`config.mk`:
```
export PLATFORM = sky130hd
export DESIGN_NAME = sha256_iter_flat
export DESIGN_NICKNAME = d
export VERILOG_FILES = /design/src/rtl/sha256_pkg.sv /design/src/rtl/sha256_iter_if.sv /design/src/rtl/sha256_round.sv /design/src/rtl/sha256_iter.sv /design/src/flat_wrapper.sv
export SDC_FILE = /design/constraint.sdc
export NUM_CORES = 2
export LEC_CHECK = 0
export BUFFER_PORTS_ARGS = -buffer_cell sky130_fd_sc_hd__buf_4
export CAP_MARGIN = 30
export CORE_ASPECT_RATIO = 0.9
export CORE_UTILIZATION = 55
export CTS_CLUSTER_SIZE = 24
export DETAILED_ROUTE_END_ITERATION = 10
export PLACE_DENSITY = 0.73
export SYNTH_ARGS = -nofsm -noshare
export SYNTH_HDL_FRONTEND = slang
export SYNTH_SLANG_ARGS = --single-unit
```
`constraint.sdc`:
```
create_clock -name clk -period 71.8 [get_ports clk]
set_input_delay 14.36 -clock clk [delete_from_list [all_inputs] [get_ports clk]]
set_output_delay 14.36 -clock clk [all_outputs]
set_load 0.02 [all_outputs]
```
`src/rtl/sha256_pkg.sv`:
```
// sha256_pkg: SHA-256 constants (IVs, round constants), FSM state type and word-level helper functions.
package sha256_pkg;

    typedef enum logic [1:0] {IDLE, ROUND, UPDATE} state_t;
    typedef logic [0:7][31:0] words8_t;

    localparam words8_t IV256 = {
        32'h6a09e667, 32'hbb67ae85, 32'h3c6ef372, 32'ha54ff53a,
        32'h510e527f, 32'h9b05688c, 32'h1f83d9ab, 32'h5be0cd19
    };

    localparam words8_t IV224 = {
        32'hc1059ed8, 32'h367cd507, 32'h3070dd17, 32'hf70e5939,
        32'hffc00b31, 32'h68581511, 32'h64f98fa7, 32'hbefa4fa4
    };

    localparam logic [0:63][31:0] K = {
        32'h428a2f98, 32'h71374491, 32'hb5c0fbcf, 32'he9b5dba5, 32'h3956c25b, 32'h59f111f1, 32'h923f82a4, 32'hab1c5ed5,
        32'hd807aa98, 32'h12835b01, 32'h243185be, 32'h550c7dc3, 32'h72be5d74, 32'h80deb1fe, 32'h9bdc06a7, 32'hc19bf174,
        32'he49b69c1, 32'hefbe4786, 32'h0fc19dc6, 32'h240ca1cc, 32'h2de92c6f, 32'h4a7484aa, 32'h5cb0a9dc, 32'h76f988da,
        32'h983e5152, 32'ha831c66d, 32'hb00327c8, 32'hbf597fc7, 32'hc6e00bf3, 32'hd5a79147, 32'h06ca6351, 32'h14292967,
        32'h27b70a85, 32'h2e1b2138, 32'h4d2c6dfc, 32'h53380d13, 32'h650a7354, 32'h766a0abb, 32'h81c2c92e, 32'h92722c85,
        32'ha2bfe8a1, 32'ha81a664b, 32'hc24b8b70, 32'hc76c51a3, 32'hd192e819, 32'hd6990624, 32'hf40e3585, 32'h106aa070,
        32'h19a4c116, 32'h1e376c08, 32'h2748774c, 32'h34b0bcb5, 32'h391c0cb3, 32'h4ed8aa4a, 32'h5b9cca4f, 32'h682e6ff3,
        32'h748f82ee, 32'h78a5636f, 32'h84c87814, 32'h8cc70208, 32'h90befffa, 32'ha4506ceb, 32'hbef9a3f7, 32'hc67178f2
    };

    function automatic logic [31:0] rotr(input logic [31:0] x, input int n);
        return (x >> n) | (x << (32 - n));
    endfunction

    function automatic logic [31:0] Sigma0(input logic [31:0] x);
        return rotr(x, 2) ^ rotr(x, 13) ^ rotr(x, 22);
    endfunction

    function automatic logic [31:0] Sigma1(input logic [31:0] x);
        return rotr(x, 6) ^ rotr(x, 11) ^ rotr(x, 25);
    endfunction

    function automatic logic [31:0] sigma0(input logic [31:0] x);
        return rotr(x, 7) ^ rotr(x, 18) ^ (x >> 3);
    endfunction

    function automatic logic [31:0] sigma1(input logic [31:0] x);
        return rotr(x, 17) ^ rotr(x, 19) ^ (x >> 10);
    endfunction

    function automatic logic [31:0] ch(input logic [31:0] x, input logic [31:0] y, input logic [31:0] z);
        return (x & y) ^ (~x & z);
    endfunction

    function automatic logic [31:0] maj(input logic [31:0] x, input logic [31:0] y, input logic [31:0] z);
        return (x & y) ^ (x & z) ^ (y & z);
    endfunction

endpackage

```
`src/rtl/sha256_iter_if.sv`:
```
// sha256_iter_if: block stream in / digest out bundle for sha256_iter.
// Carries the mode224 select only when SHA256_SHA224_MODE_EN is defined.
interface sha256_iter_if;

    logic         block_valid;
    logic         block_ready;
    logic [511:0] block_in;
    logic         block_first;
    logic         block_last;
    logic         busy;
    logic         hash_valid;
    logic [255:0] hashed;
`ifdef SHA256_SHA224_MODE_EN
    logic         mode224;

    modport master (
        output block_valid, block_in, block_first, block_last, mode224,
        input  block_ready, busy, hash_valid, hashed
    );
    modport slave (
        input  block_valid, block_in, block_first, block_last, mode224,
        output block_ready, busy, hash_valid, hashed
    );
`else
    modport master (
        output block_valid, block_in, block_first, block_last,
        input  block_ready, busy, hash_valid, hashed
    );
    modport slave (
        input  block_valid, block_in, block_first, block_last,
        output block_ready, busy, hash_valid, hashed
    );
`endif

endinterface

```
`src/rtl/sha256_round.sv`:
```
// sha256_round: one combinational SHA-256 compression round over the working variables a..h.
module sha256_round
    import sha256_pkg::*;
(
    input  words8_t     i_s,
    input  logic [31:0] i_k,
    input  logic [31:0] i_w,
    output words8_t     o_s
);

    logic [31:0] w_t1, w_t2;

    assign w_t1 = i_s[7] + Sigma1(i_s[4]) + ch(i_s[4], i_s[5], i_s[6]) + i_k + i_w;
    assign w_t2 = Sigma0(i_s[0]) + maj(i_s[0], i_s[1], i_s[2]);
    assign o_s  = {w_t1 + w_t2, i_s[0], i_s[1], i_s[2], i_s[3] + w_t1, i_s[4], i_s[5], i_s[6]};

endmodule

```
`src/rtl/sha256_iter.sv`:
```
// sha256_iter: iterative SHA-256 compression engine, ROUNDS_PER_CYCLE rounds per clock, H kept across blocks.
// Defining SHA256_SHA224_MODE_EN adds the mode224 input (SHA-224 IV and truncated digest).
module sha256_iter
    import sha256_pkg::*;
#(
    parameter int ROUNDS_PER_CYCLE = 1
) (
    input logic          clk,
    input logic          reset,
    sha256_iter_if.slave bus
);

    localparam int NCYC = 64 / ROUNDS_PER_CYCLE;
    localparam int NW = 16 + ROUNDS_PER_CYCLE;
    localparam logic [5:0] LAST_T = 6'((NCYC - 1) * ROUNDS_PER_CYCLE);

    state_t           r_state;
    logic [5:0]       r_t;
    words8_t          r_h, r_s;
    logic [0:15][31:0] r_w;
    logic             r_last;
    words8_t          w_base, w_hn, w_rs;
    logic [255:0]     w_dig;
    logic [0:NW-1][31:0] w_x;

    // Window words 0..R-1 feed this cycle's rounds; words R..R+15 become the next window.
    function automatic logic [0:NW-1][31:0] expand(input logic [0:15][31:0] w);
        logic [0:NW-1][31:0] x;
        x[0:15] = w;
        for (int i = 16; i < NW; i++)
            x[i] = sigma1(x[i-2]) + x[i-7] + sigma0(x[i-15]) + x[i-16];
        return x;
    endfunction

    assign w_x = expand(r_w);

    for (genvar j = 0; j < ROUNDS_PER_CYCLE; j++) begin : g_rnd
        words8_t w_i, w_o;
        if (j == 0) begin : g_first
            assign w_i = r_s;
        end else begin : g_next
            assign w_i = g_rnd[j-1].w_o;
        end
        sha256_round u_rnd (.i_s(w_i), .i_k(K[r_t + 6'(j)]), .i_w(w_x[j]), .o_s(w_o));
    end

    assign w_rs = g_rnd[ROUNDS_PER_CYCLE-1].w_o;

    always_comb begin
        w_hn = r_h;
        for (int i = 0; i < 8; i++)
            w_hn[i] = r_h[i] + r_s[i];
    end

`ifdef SHA256_SHA224_MODE_EN
    logic r_m224;
    assign w_base = !bus.block_first ? r_h : bus.mode224 ? IV224 : IV256;
    assign w_dig  = r_m224 ? {w_hn[0:6], 32'h0} : w_hn;
`else
    assign w_base = bus.block_first ? IV256 : r_h;
    assign w_dig  = w_hn;
`endif

    assign bus.block_ready = r_state == IDLE;
    assign bus.busy        = r_state != IDLE;

    always_ff @(posedge clk or posedge reset) begin
        if (reset) begin
            r_state        <= IDLE;
            r_t            <= '0;
            r_h            <= '0;
            r_s            <= '0;
            r_w            <= '0;
            r_last         <= 1'b0;
            bus.hash_valid <= 1'b0;
            bus.hashed     <= '0;
`ifdef SHA256_SHA224_MODE_EN
            r_m224         <= 1'b0;
`endif
        end else begin
            case (r_state)
                IDLE: if (bus.block_valid) begin
                    r_w     <= bus.block_in;
                    r_h     <= w_base;
                    r_s     <= w_base;
                    r_last  <= bus.block_last;
                    r_t     <= '0;
                    r_state <= ROUND;
                    // A finished digest stays visible through chained (non-first) blocks.
                    if (bus.block_first) bus.hash_valid <= 1'b0;
`ifdef SHA256_SHA224_MODE_EN
                    if (bus.block_first) r_m224 <= bus.mode224;
`endif
                end
                ROUND: begin
                    r_s     <= w_rs;
                    r_w     <= w_x[ROUNDS_PER_CYCLE +: 16];
                    r_t     <= r_t + 6'(ROUNDS_PER_CYCLE);
                    r_state <= r_t == LAST_T ? UPDATE : ROUND;
                end
                UPDATE: begin
                    r_h     <= w_hn;
                    r_state <= IDLE;
                    if (r_last) begin
                        bus.hashed     <= w_dig;
                        bus.hash_valid <= 1'b1;
                    end
                end
                default: r_state <= IDLE;
            endcase
        end
    end

endmodule
```
`src/flat_wrapper.sv`:
```
// flat-port wrapper written by rule: the top's interface ports become plain ports
module sha256_iter_flat import sha256_pkg::*;
#(
    parameter int ROUNDS_PER_CYCLE = 1
)
  (clk, reset, bus_block_valid, bus_block_in, bus_block_first, bus_block_last, bus_block_ready, bus_busy, bus_hash_valid, bus_hashed);
  sha256_iter_if bus_i ();
  input logic clk;
  input logic reset;
  input wire logic [$bits(bus_i.block_valid)-1:0] bus_block_valid;
  input wire logic [$bits(bus_i.block_in)-1:0] bus_block_in;
  input wire logic [$bits(bus_i.block_first)-1:0] bus_block_first;
  input wire logic [$bits(bus_i.block_last)-1:0] bus_block_last;
  output wire logic [$bits(bus_i.block_ready)-1:0] bus_block_ready;
  output wire logic [$bits(bus_i.busy)-1:0] bus_busy;
  output wire logic [$bits(bus_i.hash_valid)-1:0] bus_hash_valid;
  output wire logic [$bits(bus_i.hashed)-1:0] bus_hashed;
  assign bus_i.block_valid = bus_block_valid;
  assign bus_i.block_in = bus_block_in;
  assign bus_i.block_first = bus_block_first;
  assign bus_i.block_last = bus_block_last;
  assign bus_block_ready = bus_i.block_ready;
  assign bus_busy = bus_i.busy;
  assign bus_hash_valid = bus_i.hash_valid;
  assign bus_hashed = bus_i.hashed;
  sha256_iter #(.ROUNDS_PER_CYCLE(ROUNDS_PER_CYCLE)) u_core (.clk(clk), .reset(reset), .bus(bus_i));
endmodule
```
==> impl_metrics.tcl <==
set metrics [dict create \
    worst_r2r_endpoint "u_core.g_rnd[0].w_i[252]$_DFFE_PP0P_" \
    grt_max_degree 275 \
    ant_nets 0 \
    start_kind "input pin" \
    via_count 73950 \
    yosys.area.top_type "dfrtp_1" \
    endpoint_kind "asynchronous set/reset pin" \
    overflow 0 \
    post_drt_wl_per_cell_um 25.59 \
    ys_ff_latch 1290 \
    fin_crit_ns 17.44 \
    initial_core_util_pct 55.66 \
    placed_area_mm2 0.08710 \
    drtIter0Drc 8835 \
    rsz0062_at_grt "no" \
    fin_setup_tns_ns 0 \
    via_per_inst 6.204 \
    clock_path_buffers 3 \
    synth_nets 10610 \
    synth-async-reset-ratio_pct 100.0 \
    drv_slew 0 \
    relSlewSlack_pct 1.541 \
    max_cap_viol_count 0 \
    yosysMostFrequentCell "nand2_1" \
    syn_area_mm2 0.08044 \
    core_area_mm2 0.1445 \
    fp.dieArea_mm2 0.1478 \
    worstPathRequired_ns 72.76 \
    synth_top_flop_cell "dfrtp_1" \
    cts_sinks 1290 \
    rrSetupSlack_ns 60.45 \
    finalSetupViolations 0 \
    final_core_util_pct 63.75 \
    hold_path.class "reg2reg" \
    grt_pass1_wl_um 447400 \
    ys_top_cells_by_area "dfrtp_1, nand2_1, ha_1" \
    status "finished clean" \
    post-cts-setup-buffers 0 \
    path_clk_slew_ns 0.06 \
    drtPass1Iterations 8 \
    reg2regPathDepth 37 \
    antenna_found_initial 26 \
    crit_type "in2async" \
    worst-path-max-fanout 125 \
    fmax_mhz 57.35 \
    hold_end "u_core.bus.hashed[37]$_DFFE_PP0P_" \
    pin_count 776 \
    fin_cells 11920 \
    design_area_mm2 0.09213 \
    r2r_start "u_core.r_t[0]$_DFFE_PP0P_" \
    cts_root_buf "clkbuf_16" \
    synth_top_area_share_pct 40.13 \
    routed_wl_um 305000 \
    yosys_warnings 0 \
    drive_gt1_share_pct 11.62 \
    place_congestion 0.9997 \
    ctsHtreeMaxLevel 4 \
    clock_skew_ns 0.04703 \
    dp_hpwl_um 226300 \
    grt_util_all_layers_pct 40.65 \
    numPortBuffers 775 \
    yosysUniqueCellTypes 82 \
    critical_path_arrival_ns 18.39 \
    hold_start "u_core.bus.hashed[37]$_DFFE_PP0P_" \
    cts_hold_buf 0 \
    netlist_top_cells_count "nand2_1, dfrtp_1, o21ai_0, nor2_1, a21oi_1" \
    netlist_instances 9506 \
    die_y_um 364.8 \
    fp.dieW_um 405.1 \
    rows 132 \
    cts_resized 0 \
    grt_pass1_vias 69660 \
    dp_cells 11650 \
    cts_tree "done" \
    worst_pin_slew_ns 1.477 \
    drc 0 \
    synthToLayoutAreaGrowth_pct 14.53 \
    nets 10960 \
    hold_viol_final 0 \
    cts_made_buffers 142 \
    synth-edff-count 0 \
    hold_path_depth 2 \
    clk_latency_ns 0.80 \
    avgSynthCellArea_um2 8.462 \
    post-route-period-util_pct 24.29 \
    ys_seq_area_share_pct 40.13 \
]
worst max-delay path, stage by stage:
cell and delay, ns:
buf_4 0.13, inv_8 0.55, buf_4 0.79, buf_4 0.71, buf_4 0.73, buf_4 0.52, buf_16 0.32
worst max-delay path by stage:
stage | from | end | slack [ns] | cells past startpoint
2_1_floorplan | reset | u_core.bus.hash_valid$_DFFE_PP0P_ | 21.08 | 1
3_3_place_gp | reset | u_core.bus.hashed[163]$_DFFE_PP0P_ | 53.14 | 6
3_5_place_dp | reset | u_core.bus.hashed[162]$_DFFE_PP0P_ | 53.47 | 7
4_1_cts | reset | u_core.r_h[186]$_DFFE_PP0P_ | 54.30 | 7
5_1_grt | reset | u_core.bus.hashed[156]$_DFFE_PP0P_ | 53.84 | 7
6_report | reset | u_core.bus.hashed[163]$_DFFE_PP0P_ | 54.36 | 7
per-stage QoR:
| step | setup slack (ns) | hold slack [ns] |
|---|---|---|
| after global routing | 53.84 | 0.4989 |
| after floorplan | 21.08 | 0.4497 |
| final | 54.36 | 0.4783 |
| after detailed placement | 53.47 | 0.4713 |
| after CTS | 54.30 | 0.4846 |
| after global placement | 53.14 | 0.4624 |
layout make-up:
type | instances | area (µm²)
diodes | 12 | 30.03
clock buffers | 199 | 4121
clock inverters | 54 | 743.2
fillers | 12350 | 52390
inverters | 364 | 1374
multi-input cells | 7198 | 44400
flip-flops and latches | 1290 | 32290
well taps | 1943 | 2431
repair buffers | 860 | 6741
cell usage in the layout, fill, tap and decap left out, types with 231 or more instances in the layout:
master	n
ha_1	392
a31oi_1	529
xor2_1	231
nand2_1	1770
nor2_1	838
xnor2_1	360
o21ai_0	912
dfrtp_1	1287
inv_1	357
buf_4	842
a21oi_1	648
state kept, by name (all words and copies together) (netlist names):
register and flops:
u_core.bus.hashed 256, u_core.r_w 512, u_core.r_last 1, u_core.g_rnd.w_i 256, u_core.bus.hash_valid 1, u_core.r_t 6, u_core.r_h 256, u_core.r_state 2
cells by family (layout without fill, tap and decap cells):
logic type,count (synthesis),in the layout,share of synthesized area (%)
buffers and inverters,1018,1477,4.752
and+or+nand+nor,3241,3241,16.91
AOI/OAI and AO/OA,2726,2726,20.01
DFF,1290,1290,40.13
other,0,12,0
xor gates and xnor gates,591,591,6.435
adders and majority gates,590,590,10.99
muxes,50,50,0.7746
metal layers:
metal / GRT usage [%] / wire length [µm] / vias up
met4: 25.64 / 22080 / 18
met5: 0 / 125 / -
met3: 7.378 / 29270 / 858
li1: - / - / 33340
met1: 53.91 / 118800 / 35800
met2: 61.70 / 134700 / 3935
Power is not shown: default switching activity piles up to over one toggle a cycle in this logic, so the estimate is an artifact.
